## config.mk

```make
export PLATFORM = sky130hd
export DESIGN_NAME = iob_uart_lite_resp
export DESIGN_NICKNAME = d
export VERILOG_FILES = /design/src/rtl/iob_uart_lite_resp_pkg.sv /design/src/rtl/iob_uart_lite_rx.sv /design/src/rtl/iob_uart_lite_resp.sv
export SDC_FILE = /design/constraint.sdc
export NUM_CORES = 1
export LEC_CHECK = 0
export CORE_AREA = 5 5 118 120
export DETAILED_ROUTE_END_ITERATION = 10
export DIE_AREA = 0 0 123 125
export HOLD_SLACK_MARGIN = 0.1
export PLACE_DENSITY_LB_ADDON = 0.08
export SYNTH_ARGS = -nofsm -noshare
export SYNTH_HDL_FRONTEND = slang
export SYNTH_SLANG_ARGS = --single-unit
```

## constraint.sdc

```tcl
create_clock -name clk -period 11.55 [get_ports clk]
set_input_delay 2.31 -clock clk [delete_from_list [all_inputs] [get_ports clk]]
set_output_delay 2.31 -clock clk [all_outputs]
set_load 0.02 [all_outputs]
```

## src/rtl/iob_uart_lite_resp_pkg.sv

```systemverilog
// Shared register map, FSM encodings and widths for the tester-side UART responder.
// Pure declarations: no latency, no flow control.
package iob_uart_lite_resp_pkg;

  localparam int unsigned ADR_SOFTRESET = 0;
  localparam int unsigned ADR_DIV       = 1;
  localparam int unsigned ADR_TXDATA    = 2;
  localparam int unsigned ADR_TXEN      = 3;
  localparam int unsigned ADR_TXREADY   = 4;
  localparam int unsigned ADR_RXDATA    = 5;
  localparam int unsigned ADR_RXEN      = 6;
  localparam int unsigned ADR_RXREADY   = 7;

  localparam int BCNT_W = 3;
  localparam int DIV_W  = 16;

  typedef enum logic [1:0] {
    TX_IDLE,
    TX_START,
    TX_DATA,
    TX_STOP
  } tx_state_e;

  typedef enum logic [2:0] {
    RX_IDLE,
    RX_START,
    RX_DATA,
    RX_STOP,
    RX_WAIT
  } rx_state_e;

  // A bit period below two clocks leaves no room for a half-period centre sample.
  function automatic logic [DIV_W-1:0] eff_div(input logic [DIV_W-1:0] d);
    return (d < DIV_W'(2)) ? DIV_W'(2) : d;
  endfunction

endpackage

```

## src/rtl/iob_uart_lite_rx.sv

```systemverilog
// 8N1 receiver: 2-flop synchroniser, centre-sampling FSM, one-byte holding register with sticky overrun.
// Byte visible in data/full the cycle after its stop-bit sample; no backpressure, overflow sets ovr.
module iob_uart_lite_rx
  import iob_uart_lite_resp_pkg::*;
(
  input  logic             clk,
  input  logic             rst,
  input  logic             soft_rst,
  input  logic             en,
  input  logic [DIV_W-1:0] div,
  input  logic             rxd,
  input  logic             rd_clr,
  output logic [7:0]       data,
  output logic             full,
  output logic             ovr
);

  logic [1:0]        sync_q, sync_d;
  logic              prev_q, prev_d;
  rx_state_e         state_q, state_d;
  logic [DIV_W-1:0]  rdiv_q, rdiv_d;
  logic [DIV_W-1:0]  cnt_q, cnt_d;
  logic [BCNT_W-1:0] bit_q, bit_d;
  logic [7:0]        shift_q, shift_d;
  logic [7:0]        data_q, data_d;
  logic              full_q, full_d;
  logic              ovr_q, ovr_d;

  logic             cur;
  logic             complete;
  logic [DIV_W-1:0] period;
  logic [DIV_W-1:0] half;
  logic             bit_end;
  logic             half_end;

  always_comb begin
    sync_d   = {sync_q[0], rxd};
    cur      = sync_q[1];
    prev_d   = cur;
    state_d  = state_q;
    rdiv_d   = rdiv_q;
    cnt_d    = cnt_q;
    bit_d    = bit_q;
    shift_d  = shift_q;
    data_d   = data_q;
    full_d   = full_q;
    ovr_d    = ovr_q;
    complete = 1'b0;
    period   = eff_div(rdiv_q);
    half     = period >> 1;
    bit_end  = (cnt_q == period - DIV_W'(1));
    half_end = (cnt_q == half - DIV_W'(1));

    case (state_q)
      RX_IDLE: begin
        if (en && prev_q && !cur) begin
          state_d = RX_START;
          rdiv_d  = div;
          cnt_d   = '0;
          bit_d   = '0;
        end
      end
      RX_START: begin
        if (half_end) begin
          cnt_d   = '0;
          state_d = cur ? RX_IDLE : RX_DATA;
        end else begin
          cnt_d = cnt_q + DIV_W'(1);
        end
      end
      RX_DATA: begin
        if (bit_end) begin
          cnt_d   = '0;
          shift_d = {cur, shift_q[7:1]};
          if (bit_q == BCNT_W'(7)) state_d = RX_STOP;
          else                      bit_d   = bit_q + BCNT_W'(1);
        end else begin
          cnt_d = cnt_q + DIV_W'(1);
        end
      end
      RX_STOP: begin
        if (bit_end) begin
          cnt_d = '0;
          if (cur) begin
            complete = 1'b1;
            state_d  = RX_IDLE;
          end else begin
            state_d = RX_WAIT;
          end
        end else begin
          cnt_d = cnt_q + DIV_W'(1);
        end
      end
      RX_WAIT: begin
        if (cur) state_d = RX_IDLE;
      end
      default: state_d = RX_IDLE;
    endcase

    if (!en || soft_rst) begin
      state_d  = RX_IDLE;
      cnt_d    = '0;
      complete = 1'b0;
    end

    // A read landing on the completion cycle returns the old byte and frees the slot for the new one.
    if (complete) begin
      if (full_q && !rd_clr) begin
        ovr_d = 1'b1;
      end else begin
        data_d = shift_q;
        full_d = 1'b1;
        if (rd_clr) ovr_d = 1'b0;
      end
    end else if (rd_clr) begin
      full_d = 1'b0;
      ovr_d  = 1'b0;
    end

    if (soft_rst) begin
      full_d = 1'b0;
      ovr_d  = 1'b0;
    end
  end

  always_ff @(posedge clk) begin
    if (rst) begin
      sync_q  <= 2'b11;
      prev_q  <= 1'b1;
      state_q <= RX_IDLE;
      rdiv_q  <= '0;
      cnt_q   <= '0;
      bit_q   <= '0;
      shift_q <= '0;
      data_q  <= '0;
      full_q  <= 1'b0;
      ovr_q   <= 1'b0;
    end else begin
      sync_q  <= sync_d;
      prev_q  <= prev_d;
      state_q <= state_d;
      rdiv_q  <= rdiv_d;
      cnt_q   <= cnt_d;
      bit_q   <= bit_d;
      shift_q <= shift_d;
      data_q  <= data_d;
      full_q  <= full_d;
      ovr_q   <= ovr_d;
    end
  end

  assign data = data_q;
  assign full = full_q;
  assign ovr  = ovr_q;

endmodule

```

## src/rtl/iob_uart_lite_resp.sv

```systemverilog
// Native-bus register responder driving an 8N1 UART: decode, single-cycle response, TX shifter.
// Every access answered with a one-cycle ready pulse the cycle after acceptance; never stalls.
module iob_uart_lite_resp
  import iob_uart_lite_resp_pkg::*;
#(
  parameter int ADDR_W  = 3,
  parameter int DATA_W  = 32,
  parameter int DIV_RST = 16
) (
  input  logic                clk,
  input  logic                rst,
  input  logic                valid,
  input  logic [ADDR_W-1:0]   addr,
  input  logic [DATA_W-1:0]   wdata,
  input  logic [DATA_W/8-1:0] wstrb,
  output logic [DATA_W-1:0]   rdata,
  output logic                ready,
  output logic                txd,
  input  logic                rxd
);

  logic              ready_q, ready_d;
  logic [DATA_W-1:0] rdata_q, rdata_d;
  logic              txd_q, txd_d;
  logic [DIV_W-1:0]  div_q, div_d;
  logic              txen_q, txen_d;
  logic              rxen_q, rxen_d;
  tx_state_e         tx_state_q, tx_state_d;
  logic [DIV_W-1:0]  tx_div_q, tx_div_d;
  logic [DIV_W-1:0]  tx_cnt_q, tx_cnt_d;
  logic [BCNT_W-1:0] tx_bit_q, tx_bit_d;
  logic [7:0]        tx_shift_q, tx_shift_d;

  logic [31:0]       a32;
  logic              accept, is_wr, is_rd;
  logic              soft_rst, tx_ready, tx_load, rd_clr;
  logic              tx_bit_end;
  logic [DATA_W-1:0] rd_val;
  logic [7:0]        rx_data;
  logic              rx_full, rx_ovr;
  logic              unused_wdata;

  assign unused_wdata = ^wdata[DATA_W-1:16];

  always_comb begin
    a32      = 32'(addr);
    accept   = valid && !ready_q;
    is_wr    = accept && (wstrb != '0);
    is_rd    = accept && (wstrb == '0);
    soft_rst = is_wr && (a32 == ADR_SOFTRESET) && wstrb[0] && wdata[0];
    tx_ready = txen_q && (tx_state_q == TX_IDLE);
    tx_load  = is_wr && (a32 == ADR_TXDATA) && wstrb[0] && tx_ready;
    rd_clr   = is_rd && (a32 == ADR_RXDATA);

    div_d  = div_q;
    txen_d = txen_q;
    rxen_d = rxen_q;
    if (is_wr && (a32 == ADR_DIV)) begin
      if (wstrb[0]) div_d[7:0]  = wdata[7:0];
      if (wstrb[1]) div_d[15:8] = wdata[15:8];
    end
    if (is_wr && (a32 == ADR_TXEN) && wstrb[0]) txen_d = wdata[0];
    if (is_wr && (a32 == ADR_RXEN) && wstrb[0]) rxen_d = wdata[0];

    rd_val = '0;
    case (a32)
      ADR_DIV:     rd_val[15:0] = div_q;
      ADR_TXREADY: rd_val[0]    = tx_ready;
      ADR_RXDATA:  rd_val[7:0]  = rx_data;
      ADR_RXREADY: rd_val[1:0]  = {rx_ovr, rx_full};
      default:     rd_val       = '0;
    endcase

    ready_d = accept;
    rdata_d = is_rd ? rd_val : '0;
  end

  always_comb begin
    tx_state_d = tx_state_q;
    tx_div_d   = tx_div_q;
    tx_cnt_d   = tx_cnt_q;
    tx_bit_d   = tx_bit_q;
    tx_shift_d = tx_shift_q;
    tx_bit_end = (tx_cnt_q == eff_div(tx_div_q) - DIV_W'(1));

    case (tx_state_q)
      TX_IDLE: begin
        if (tx_load) begin
          tx_state_d = TX_START;
          tx_div_d   = div_q;
          tx_cnt_d   = '0;
          tx_bit_d   = '0;
          tx_shift_d = wdata[7:0];
        end
      end
      TX_START: begin
        if (tx_bit_end) begin
          tx_cnt_d   = '0;
          tx_state_d = TX_DATA;
        end else begin
          tx_cnt_d = tx_cnt_q + DIV_W'(1);
        end
      end
      TX_DATA: begin
        if (tx_bit_end) begin
          tx_cnt_d   = '0;
          tx_shift_d = {1'b0, tx_shift_q[7:1]};
          if (tx_bit_q == BCNT_W'(7)) tx_state_d = TX_STOP;
          else                         tx_bit_d   = tx_bit_q + BCNT_W'(1);
        end else begin
          tx_cnt_d = tx_cnt_q + DIV_W'(1);
        end
      end
      TX_STOP: begin
        if (tx_bit_end) begin
          tx_cnt_d   = '0;
          tx_state_d = TX_IDLE;
        end else begin
          tx_cnt_d = tx_cnt_q + DIV_W'(1);
        end
      end
      default: tx_state_d = TX_IDLE;
    endcase

    if (soft_rst) begin
      tx_state_d = TX_IDLE;
      tx_cnt_d   = '0;
    end

    // Registered line driven from next state, so txd changes together with the state it reflects.
    case (tx_state_d)
      TX_START: txd_d = 1'b0;
      TX_DATA:  txd_d = tx_shift_d[0];
      default:  txd_d = 1'b1;
    endcase
  end

  always_ff @(posedge clk) begin
    if (rst) begin
      ready_q    <= 1'b0;
      rdata_q    <= '0;
      txd_q      <= 1'b1;
      div_q      <= DIV_W'(DIV_RST);
      txen_q     <= 1'b0;
      rxen_q     <= 1'b0;
      tx_state_q <= TX_IDLE;
      tx_div_q   <= '0;
      tx_cnt_q   <= '0;
      tx_bit_q   <= '0;
      tx_shift_q <= '0;
    end else begin
      ready_q    <= ready_d;
      rdata_q    <= rdata_d;
      txd_q      <= txd_d;
      div_q      <= div_d;
      txen_q     <= txen_d;
      rxen_q     <= rxen_d;
      tx_state_q <= tx_state_d;
      tx_div_q   <= tx_div_d;
      tx_cnt_q   <= tx_cnt_d;
      tx_bit_q   <= tx_bit_d;
      tx_shift_q <= tx_shift_d;
    end
  end

  iob_uart_lite_rx u_rx (
    .clk      (clk),
    .rst      (rst),
    .soft_rst (soft_rst),
    .en       (rxen_q),
    .div      (div_q),
    .rxd      (rxd),
    .rd_clr   (rd_clr),
    .data     (rx_data),
    .full     (rx_full),
    .ovr      (rx_ovr)
  );

  assign ready = ready_q;
  assign rdata = rdata_q;
  assign txd   = txd_q;

endmodule

```

After elaboration in Yosys (flattened, before gate mapping)
Index checks and enable logic that the tools add are counted.

word-level totals
  output and inout bits = 34
  flip-flop bits (word level) = 156

cells by class
  add/sub/neg operators = 7
  bitwise gates (word level) = 3
  magnitude comparators = 2
  equal/unequal tests = 32
  mux-type cells = 50
  reduce and logical (&&, ||, !) cells = 51

operators with widths
  operator               number
  $mux 16                7
  $eq 16x16->1           3
  $pmux 16 s3            1
  $mux 3                 13
  $add 16x1->16 const B  2
  $lt 16x2->1 const B    2
  $pmux 16 s2            1
  $sub 16x1->16 const B  2
  $eq 3x3->1 const B     7
  $logic_and 1x1->1      19
  $mux 8                 2
  $pmux 8 s2             1
  $reduce_and 2->1       8
  $sub 15x1->16 const B  1
  $pmux 3 s5             1
  $mux 2                 7
  $eq 3x2->1 const B     4
  $ne 2x1->1 const B     6
  $pmux 3 s2             2
  $pmux 6 s2             1
  $mux 1                 10
  $ne 2x2->1 const B     5
  $pmux 2 s4             1
  $reduce_and 4->1       2
  20 further kinds       37

Logic depth before layout (Yosys ltp)
Gate-level depths: netlist of the first run.

  depth after elaboration = 11
  depth in mapped cells = 20

Modules after synthesis
A second synthesis of the first run with hierarchy kept.

unflattened totals
  cells, all modules = 1013
  area total of the unflattened synthesis = 8082.8 µm²

by module, submodules not included
  module              area each (µm²)  seq. area each (µm²)  times used  cells an instance
  iob_uart_lite_resp  4207.8           1621.6                1           509
  iob_uart_lite_rx    3875.0           1181.1                1           504

Least setup slack after synthesis of the first run
No wires, ideal clock.

  path kind = register to register
  from = register tx_div_q[8]
  to = register tx_cnt_q[13]
  path buffers = 2
  clock period less this slack = 4560 ps
  stages on the path, launching flop included = 16
  setup time = 144 ps
  slack = 6990 ps
  arrival = 4416 ps
  cell sequence = dfxtp_1 clkbuf_1 or4_1 or3_1 o31ai_1 ha_1 nor3b_1 xnor2_1 or4_1 a2111oi_0 nand4_1 a2111oi_4 nor3_1 clkbuf_1 nand3_1 o311ai_0

between the ends
  longest elaborated chain between the ends = 6

RTL lines
  item                      line                                                                            source
  start: declaration        iob_uart_lite_resp.sv:29                                                        logic [DIV_W-1:0] tx_div_q, tx_div_d;
  start signal: assignment  iob_uart_lite_resp.sv:159                                                       tx_div_q <= tx_div_d;
  $lt 16x2->1               iob_uart_lite_resp_pkg.sv:34                                                    return (d < DIV_W'(2)) ? DIV_W'(2) : d;
  $mux 16 (*)               iob_uart_lite_resp_pkg.sv:34
  $sub 16x1->16 (*)         iob_uart_lite_resp.sv:84                                                        tx_bit_end = (tx_cnt_q == eff_div(tx_div_q) - DIV_W'(1));
  $eq 16x16->1 (*)          iob_uart_lite_resp.sv:84
  $mux 16 (*)               iob_uart_lite_resp.sv:97, iob_uart_lite_resp.sv:105, iob_uart_lite_resp.sv:115
  $pmux 16 s2 (*)           iob_uart_lite_resp.sv:86                                                        case (tx_state_q)
  end signal: assignment    iob_uart_lite_resp.sv:160                                                       tx_cnt_q <= tx_cnt_d;
  end: declaration          iob_uart_lite_resp.sv:30                                                        logic [DIV_W-1:0] tx_cnt_q, tx_cnt_d;

Mark *: on every way between the ends. The rest lies on a longest branch, timed or not.
A chain may end at the register's enable or synchronous reset.

Final worst setup path of the first run
  from = register u_rx.rdiv_q[7]
  to = register u_rx.cnt_q[13]

between the ends
  longest elaborated chain between the ends = 6
  elaborated cells on any way between the ends = 9

RTL lines
  item                                            line                                                                    source
  start: declaration                              iob_uart_lite_rx.sv:21                                                  logic [DIV_W-1:0] rdiv_q, rdiv_d;
  start signal: assignment                        iob_uart_lite_rx.sv:142                                                 rdiv_q <= rdiv_d;
  $lt 16x2->1                                     iob_uart_lite_resp_pkg.sv:34
  $mux 16 (*)                                     iob_uart_lite_resp_pkg.sv:34
  $sub 16x1->16 or $sub 15x1->16 (tied branches)  iob_uart_lite_rx.sv:51, iob_uart_lite_rx.sv:52
  $eq 16x16->1 (on tied branches)                 iob_uart_lite_rx.sv:51, iob_uart_lite_rx.sv:52
  $mux 16 (on tied branches)                      iob_uart_lite_rx.sv:72, iob_uart_lite_rx.sv:82, iob_uart_lite_rx.sv:64
  $pmux 16 s3 (*)                                 iob_uart_lite_rx.sv:54                                                  case (state_q)
  end signal: assignment                          iob_uart_lite_rx.sv:143                                                 cnt_q <= cnt_d;
  end: declaration                                iob_uart_lite_rx.sv:22                                                  logic [DIV_W-1:0] cnt_q, cnt_d;

Marks and branches as above.

==> results.json, run 1 <==
{
  "path_common_cell": "nand2_1",
  "drive_gt1_share_pct": 5.77,
  "setup_viol": 0,
  "synth.most_common_cell": "nand2_1",
  "placedCellCount": 1115,
  "r2r.worst_path.cells": 13,
  "p_leak_uw": 0.00330,
  "synth_cell_types": 72,
  "synthCells": 968,
  "drc": 0,
  "final_cells": 1146,
  "fin_ws_ns": 6.14,
  "min_to": "u_rx.sync_q[1]",
  "power.density_mw_per_mm2": 124,
  "synth_mux_area_share_pct": 5.17,
  "nNetsFinal": 1010,
  "hp-start": "u_rx.sync_q[0]",
  "clk_latency_ns": 0.42,
  "period_share_pct": 46.8,
  "postCtsResizedCells": 0,
  "hold_violations": 0,
  "r2r-start": "u_rx.rdiv_q[7]",
  "tns_ns": 0,
  "synth_commonest_cells": "nand2_1 (145), dfxtp_1 (140), nor2_1 (75), clkbuf_1 (67), a21oi_1 (61)",
  "antenna_found_initial": 0,
  "synthesis.area_mm2": 0.00768,
  "vias": 6940,
  "synth_top_family_by_area": "simple AND/OR/NAND/NOR gates",
  "place_area_mm2": 0.00800,
  "io_pins": 77,
  "cts.sinks": 140,
  "synthSimpleGateAreaFrac_pct": 27.4,
  "worstPathCellList": "or4_4, or4_1, o21ai_4, ha_1, nor4bb_1, o21ai_0, a221oi_1, and4_1, o2111ai_1, o31ai_1, nand2_1, nand2_1, o311ai_0",
  "globalplace.congestion": 0.911,
  "avgSynthCellArea_um2": 7.93,
  "cts_made_buffers": 17,
  "r2r_end": "u_rx.cnt_q[13]",
  "rows": 42,
  "netlist.area_leader.share_pct": 36.5,
  "die_h_um": 125,
  "synthAdderAreaFrac_pct": 1.47,
  "relSlewSlack_pct": 26.0,
  "final.setup_skew_ns": 0.00784,
  "synth_compound_area_share_pct": 16.1,
  "coreArea_mm2": 0.0129,
  "drt_iter0_markers": 690,
  "post-place-ws_ns": 6.00,
  "ys_async_sr_fraction_pct": 0,
  "wl_per_cell_um": 16.7,
  "htree_num_levels": 4,
  "worst_pin_slew_ns": 1.11,
  "antenna_cells": 0,
  "grt.overflow.total": 0,
  "hp-class": "reg2reg",
  "grtUsageTotal_pct": 25.6,
  "worst_path_max_delay_cell": "o31ai_1",
  "arrival_ns": 5.68,
  "viasPerCell": 6.06,
  "grt_pass1_wl_mm": 32.0,
  "drv_cap": 0,
  "final_area_mm2": 0.00858,
  "netlist_top_cells_area": "dfxtp_1 (36%), nand2_1 (7.1%), mux2i_1 (4.4%)",
  "clkTransAtPathRegs_ns": 0.06,
  "crit_fanout": 18,
  "ys_seq_area_share_pct": 36.5,
  "hpwl_mm": 13.6,
  "area_delta_synth_final_pct": 11.8,
  "ys_warn_count": 0,
  "synth-xor-area-share_pct": 6.93,
  "rsz0062_at_grt": "no",
  "rrSetupSlack_ns": 6.14,
  "crit_required_ns": 11.82,
  "timing.fmax_ghz": 0.185,
  "whs_path_depth": 1,
  "cts_buffer_depth": 2,
  "worst_path_largest_cell_delay_ns": 0.68,
  "outcome": "finished, final reports clean",
  "synth_flop_cell": "dfxtp_1",
  "slew_viol_final": 0,
  "setup.worst_path.start_class": "register",
  "endpoint_kind": "register",
  "port_buffers": 44,
  "grt_max_degree": 84,
  "chipWidth_um": 123,
  "cts_setup_buffers": 0,
  "cts_tree": "yes",
  "crit_family": "simple AND/OR/NAND/NOR gates",
  "hold_buffers": 0,
  "antenna_left": 0,
  "first_pass_iters": 5,
  "path_buf_inv": 0,
  "synth_edf_count": 0,
  "ys_seq_elements": 140,
  "cts_root_buffer": "clkbuf_16",
  "synth_top_area_cell": "dfxtp_1",
  "start_util_pct": 59.6,
  "peakVddDrop_v": 0.0000957,
  "path_class": "reg2reg",
  "dieArea_mm2": 0.0154,
  "grt_pass1_vias": 6537,
  "routed_wl_mm": 19.1,
  "period_needed_ns": 5.41
}
==> cells by family after synthesis <==
| kind of cell | after synthesis |
|---|---|
| xor gates and xnor gates | 59 |
| buffers and inverters | 110 |
| other | 1 |
| and+or+nand+nor | 425 |
| AOI/OAI and AO/OA | 185 |
| adders and majority gates | 9 |
| muxes | 39 |
| DFF | 140 |
==> metal layers <==
metal / GRT usage (%) / wire [µm]
met5: 0 / 0
met4: 11.3 / 645
met3: 5.19 / 982
met2: 41.1 / 9220
met1: 33.0 / 8300
==> state kept, by name (all words and copies together) (netlist names), 2 cells and up <==
signal        flops
u_rx.rdiv_q      16
rdata            16
tx_cnt_q         16
tx_shift_q        8
u_rx.shift_q      8
u_rx.bit_q        3
u_rx.data         8
tx_state_q        2
u_rx.state_q      3
u_rx.sync_q       2
tx_bit_q          3
tx_div_q         16
div_q            16
u_rx.cnt_q       16
==> worst max-delay path by stage <==
stage | end | cells past startpoint | slack (ns) | from
global route | u_rx.cnt_q[12] | 14 | 5.77 | u_rx.rdiv_q[7]
detailed placement | tx_cnt_q[6] | 6 | 6.00 | addr[2]
floorplan | tx_cnt_q[13] | 15 | 6.99 | tx_div_q[8]
finish | u_rx.cnt_q[13] | 13 | 6.14 | u_rx.rdiv_q[7]
CTS | u_rx.cnt_q[13] | 14 | 6.22 | u_rx.rdiv_q[7]
global placement | tx_cnt_q[5] | 6 | 6.06 | addr[2]
==> stage by stage <==
| stage | total power (µW) | hold WS, ns | util, % |
|---|---|---|---|
| after floorplan | 517 | 0.389 | - |
| after global placement | 525 | 0.393 | 62.2 |
| after detailed placement | 526 | 0.393 | 62.2 |
| after CTS | 1070 | 0.406 | 66.7 |
| after global routing | 1090 | 0.421 | 66.7 |
| final | 1060 | 0.406 | 66.7 |
==> power breakdown <==
| group | internal [µW] | total, µW | switching, µW | leakage [µW] |
|---|---|---|---|---|
| Combinational | 11.5 | 30.1 | 18.5 | 0.00189 |
| Sequential | 484 | 486 | 1.58 | 0.00113 |
| Clock | 338 | 545 | 207 | 0.000284 |
| Total | 834 | 1060 | 227 | 0.00330 |
==> final cells by class <==
type | count | area, µm²
inverter | 17 | 63.8
fill | 1103 | 4290
multi-input combinational | 733 | 4440
clock inverter | 11 | 144
sequential | 140 | 2800
clock buffer | 20 | 437
timing repair buffer | 49 | 473
tap | 176 | 220
==> cell usage in the layout, fill, tap and decap left out, drive strengths merged, types with 4 or more instances in the layout <==
cell,count
a22o,9
ha,9
and3,15
nand2b,10
o21a,4
o2111ai,4
clkinv,6
dfxtp,140
nor3b,6
and2,12
nor2b,11
nand4,17
a211oi,7
o21ai,38
nand3,52
o211a,4
inv,18
o211ai,5
nand3b,6
nor4,15
mux2,5
a31oi,13
nand2,145
clkbuf,20
a32oi,4
a21oi,61
conb,16
or3,9
buf,6
nor2,75
mux2i,34
or2,8
nor3,24
or4,10
clkdlybuf4s50,43
xor2,24
xnor2,34
o311ai,8
No activity file was read; power rests on OpenSTA's default activity.
==> inputs of run 2 (changes only) <==
- CORE_AREA: 5 5 118 120 -> 5 5 128 130
- DIE_AREA: 0 0 123 125 -> 0 0 133 135
- clock period: 11.55 -> 4.8 ns (I/O delays scaled with it)
==> results.json, run 2 (same netlist as run 1, synthesis figures left out) <==
{
  "grt.overflow.total": 0,
  "p_leak_uw": 0.00353,
  "chipWidth_um": 133,
  "power_uw": 2680,
  "hp-class": "reg2reg",
  "hpwl_mm": 13.5,
  "rows": 45,
  "peakVddDrop_v": 0.000274,
  "drive_gt1_share_pct": 10.1,
  "area_delta_synth_final_pct": 16.9,
  "setup.worst_path.start_class": "register",
  "antenna_found_initial": 0,
  "timing.fmax_ghz": 0.223,
  "vias": 6776,
  "final_cell_mix": "nand2_1 (145), dfxtp_1 (140), nor2_1 (75), a21oi_1 (61), nand3_1 (52)",
  "period_share_pct": 93.4,
  "worst_pin_slew_ns": 0.825,
  "first_pass_iters": 8,
  "fin_ws_ns": 0.318,
  "grt_pass1_vias": 6196,
  "io_pins": 77,
  "r2r-start": "tx_div_q[8]",
  "htree_num_levels": 4,
  "outcome": "finished, final reports clean",
  "routed_wl_mm": 18.9,
  "seq_area_mm2": 0.00280,
  "cts_buffer_depth": 2,
  "drv_cap": 0,
  "crit_fanout": 13,
  "wl_per_cell_um": 15.8,
  "coreArea_mm2": 0.0150,
  "cts.sinks": 140,
  "r2r.worst_path.cells": 14,
  "antenna_left": 0,
  "tns_ns": 0,
  "cts_tree": "yes",
  "drt_iter0_markers": 538,
  "clkTransAtPathRegs_ns": 0.07,
  "drc": 0,
  "endpoint_kind": "register",
  "final.setup_skew_ns": 0.00974,
  "antenna_cells": 0,
  "cts_root_buffer": "clkbuf_16",
  "hold_violations": 0,
  "rsz0062_at_grt": "no",
  "n_fill_cell": 1366,
  "viasPerCell": 5.65,
  "die_h_um": 135,
  "globalplace.congestion": 0.891,
  "arrival_ns": 4.80,
  "slew_viol_final": 0,
  "grt_pass1_wl_mm": 31.5,
  "whs_ns": 0.409,
  "whs_path_depth": 1,
  "period_needed_ns": 4.48,
  "hp-start": "u_rx.sync_q[0]",
  "path_class": "reg2reg",
  "relSlewSlack_pct": 44.9,
  "power.density_mw_per_mm2": 299,
  "clk_latency_ns": 0.43,
  "final_common_cell": "nand2_1",
  "setup_viol": 0,
  "cts_made_buffers": 17,
  "dieArea_mm2": 0.0180,
  "multi_input_area_mm2": 0.00446,
  "post-place-ws_ns": 0.195,
  "grtUsageTotal_pct": 21.2,
  "worstSetupStartpoint": "tx_div_q[8]",
  "nNetsFinal": 1050,
  "grt_max_degree": 75,
  "start_util_pct": 51.1,
  "crit_required_ns": 5.12,
  "port_buffers": 44
}
[run 2: cell count changes in the layout (fill, tap and decap cells not counted), moves of 3 or more]
cell and change:
clkinv_2 -4, clkbuf_1 -3, buf_4 +39, inv_6 +4
inv_8 +4
[run 2: repair_timing]
item,in CTS,in global routing
endpoints found under the hold margin,0,0
buffers inserted,0,0
resized for setup,0,4
hold buffers,0,0
setup endpoints to repair,0,20
[run 2: per-layer routing]
metal / wire, µm / track usage (%) / up-vias
met2: 8570 / 33.3 / 141
met3: 717 / 4.55 / 24
met5: 0 / 0 / -
met4: 253 / 6.58 / 0
li1: - / - / 3443
met1: 9400 / 29.4 / 3168
[run 2: path summary, 6_finish.rpt]
path	end	slack, ns
worst max-delay path	tx_shift_q[0]	0.32
worst min-delay path	u_rx.sync_q[1]	0.41
worst max register to register	tx_shift_q[0]	0.32
worst min register to register	u_rx.sync_q[1]	0.41
[run 2: critical path, cell delays in order, from the launching register on]
cell and delay (ns):
dfxtp_1 0.31, or4_1 0.56, or3_1 0.42, o31ai_2 0.33, ha_1 0.26, nor3b_2 0.20, xnor2_1 0.08, or4_1 0.54
a2111oi_1 0.28, nand4_1 0.21, a2111oi_4 0.36, buf_6 0.20, mux2_1 0.32, a222oi_1 0.21, nor2_1 0.07
[run 2: per-stage QoR]
step | instance area (µm²) | util, % | instances
2_1_floorplan | 7730 | - | 983
3_5_place_dp | 8320 | 55.3 | 1167
3_3_place_gp | 8320 | 55.3 | 1167
5_1_grt | 8980 | 59.7 | 1199
4_1_cts | 8960 | 59.6 | 1199
6_report | 8980 | 59.7 | 1199
[run 2: area by class of cell]
class	count	share of cell area [%]
flip-flops and latches	140	31.2
well taps	188	2.62
multi-input cells	733	49.6
clock buffers	17	4.74
clock inverters	15	2.44
inverters	17	0.711
repair buffers	89	8.65
[run 2: report_power, final]
group | total, µW | switching [µW] | internal, µW
combinational | 73.8 | 45.3 | 28.5
clock | 1440 | 593 | 848
sequential | 1170 | 3.55 | 1160
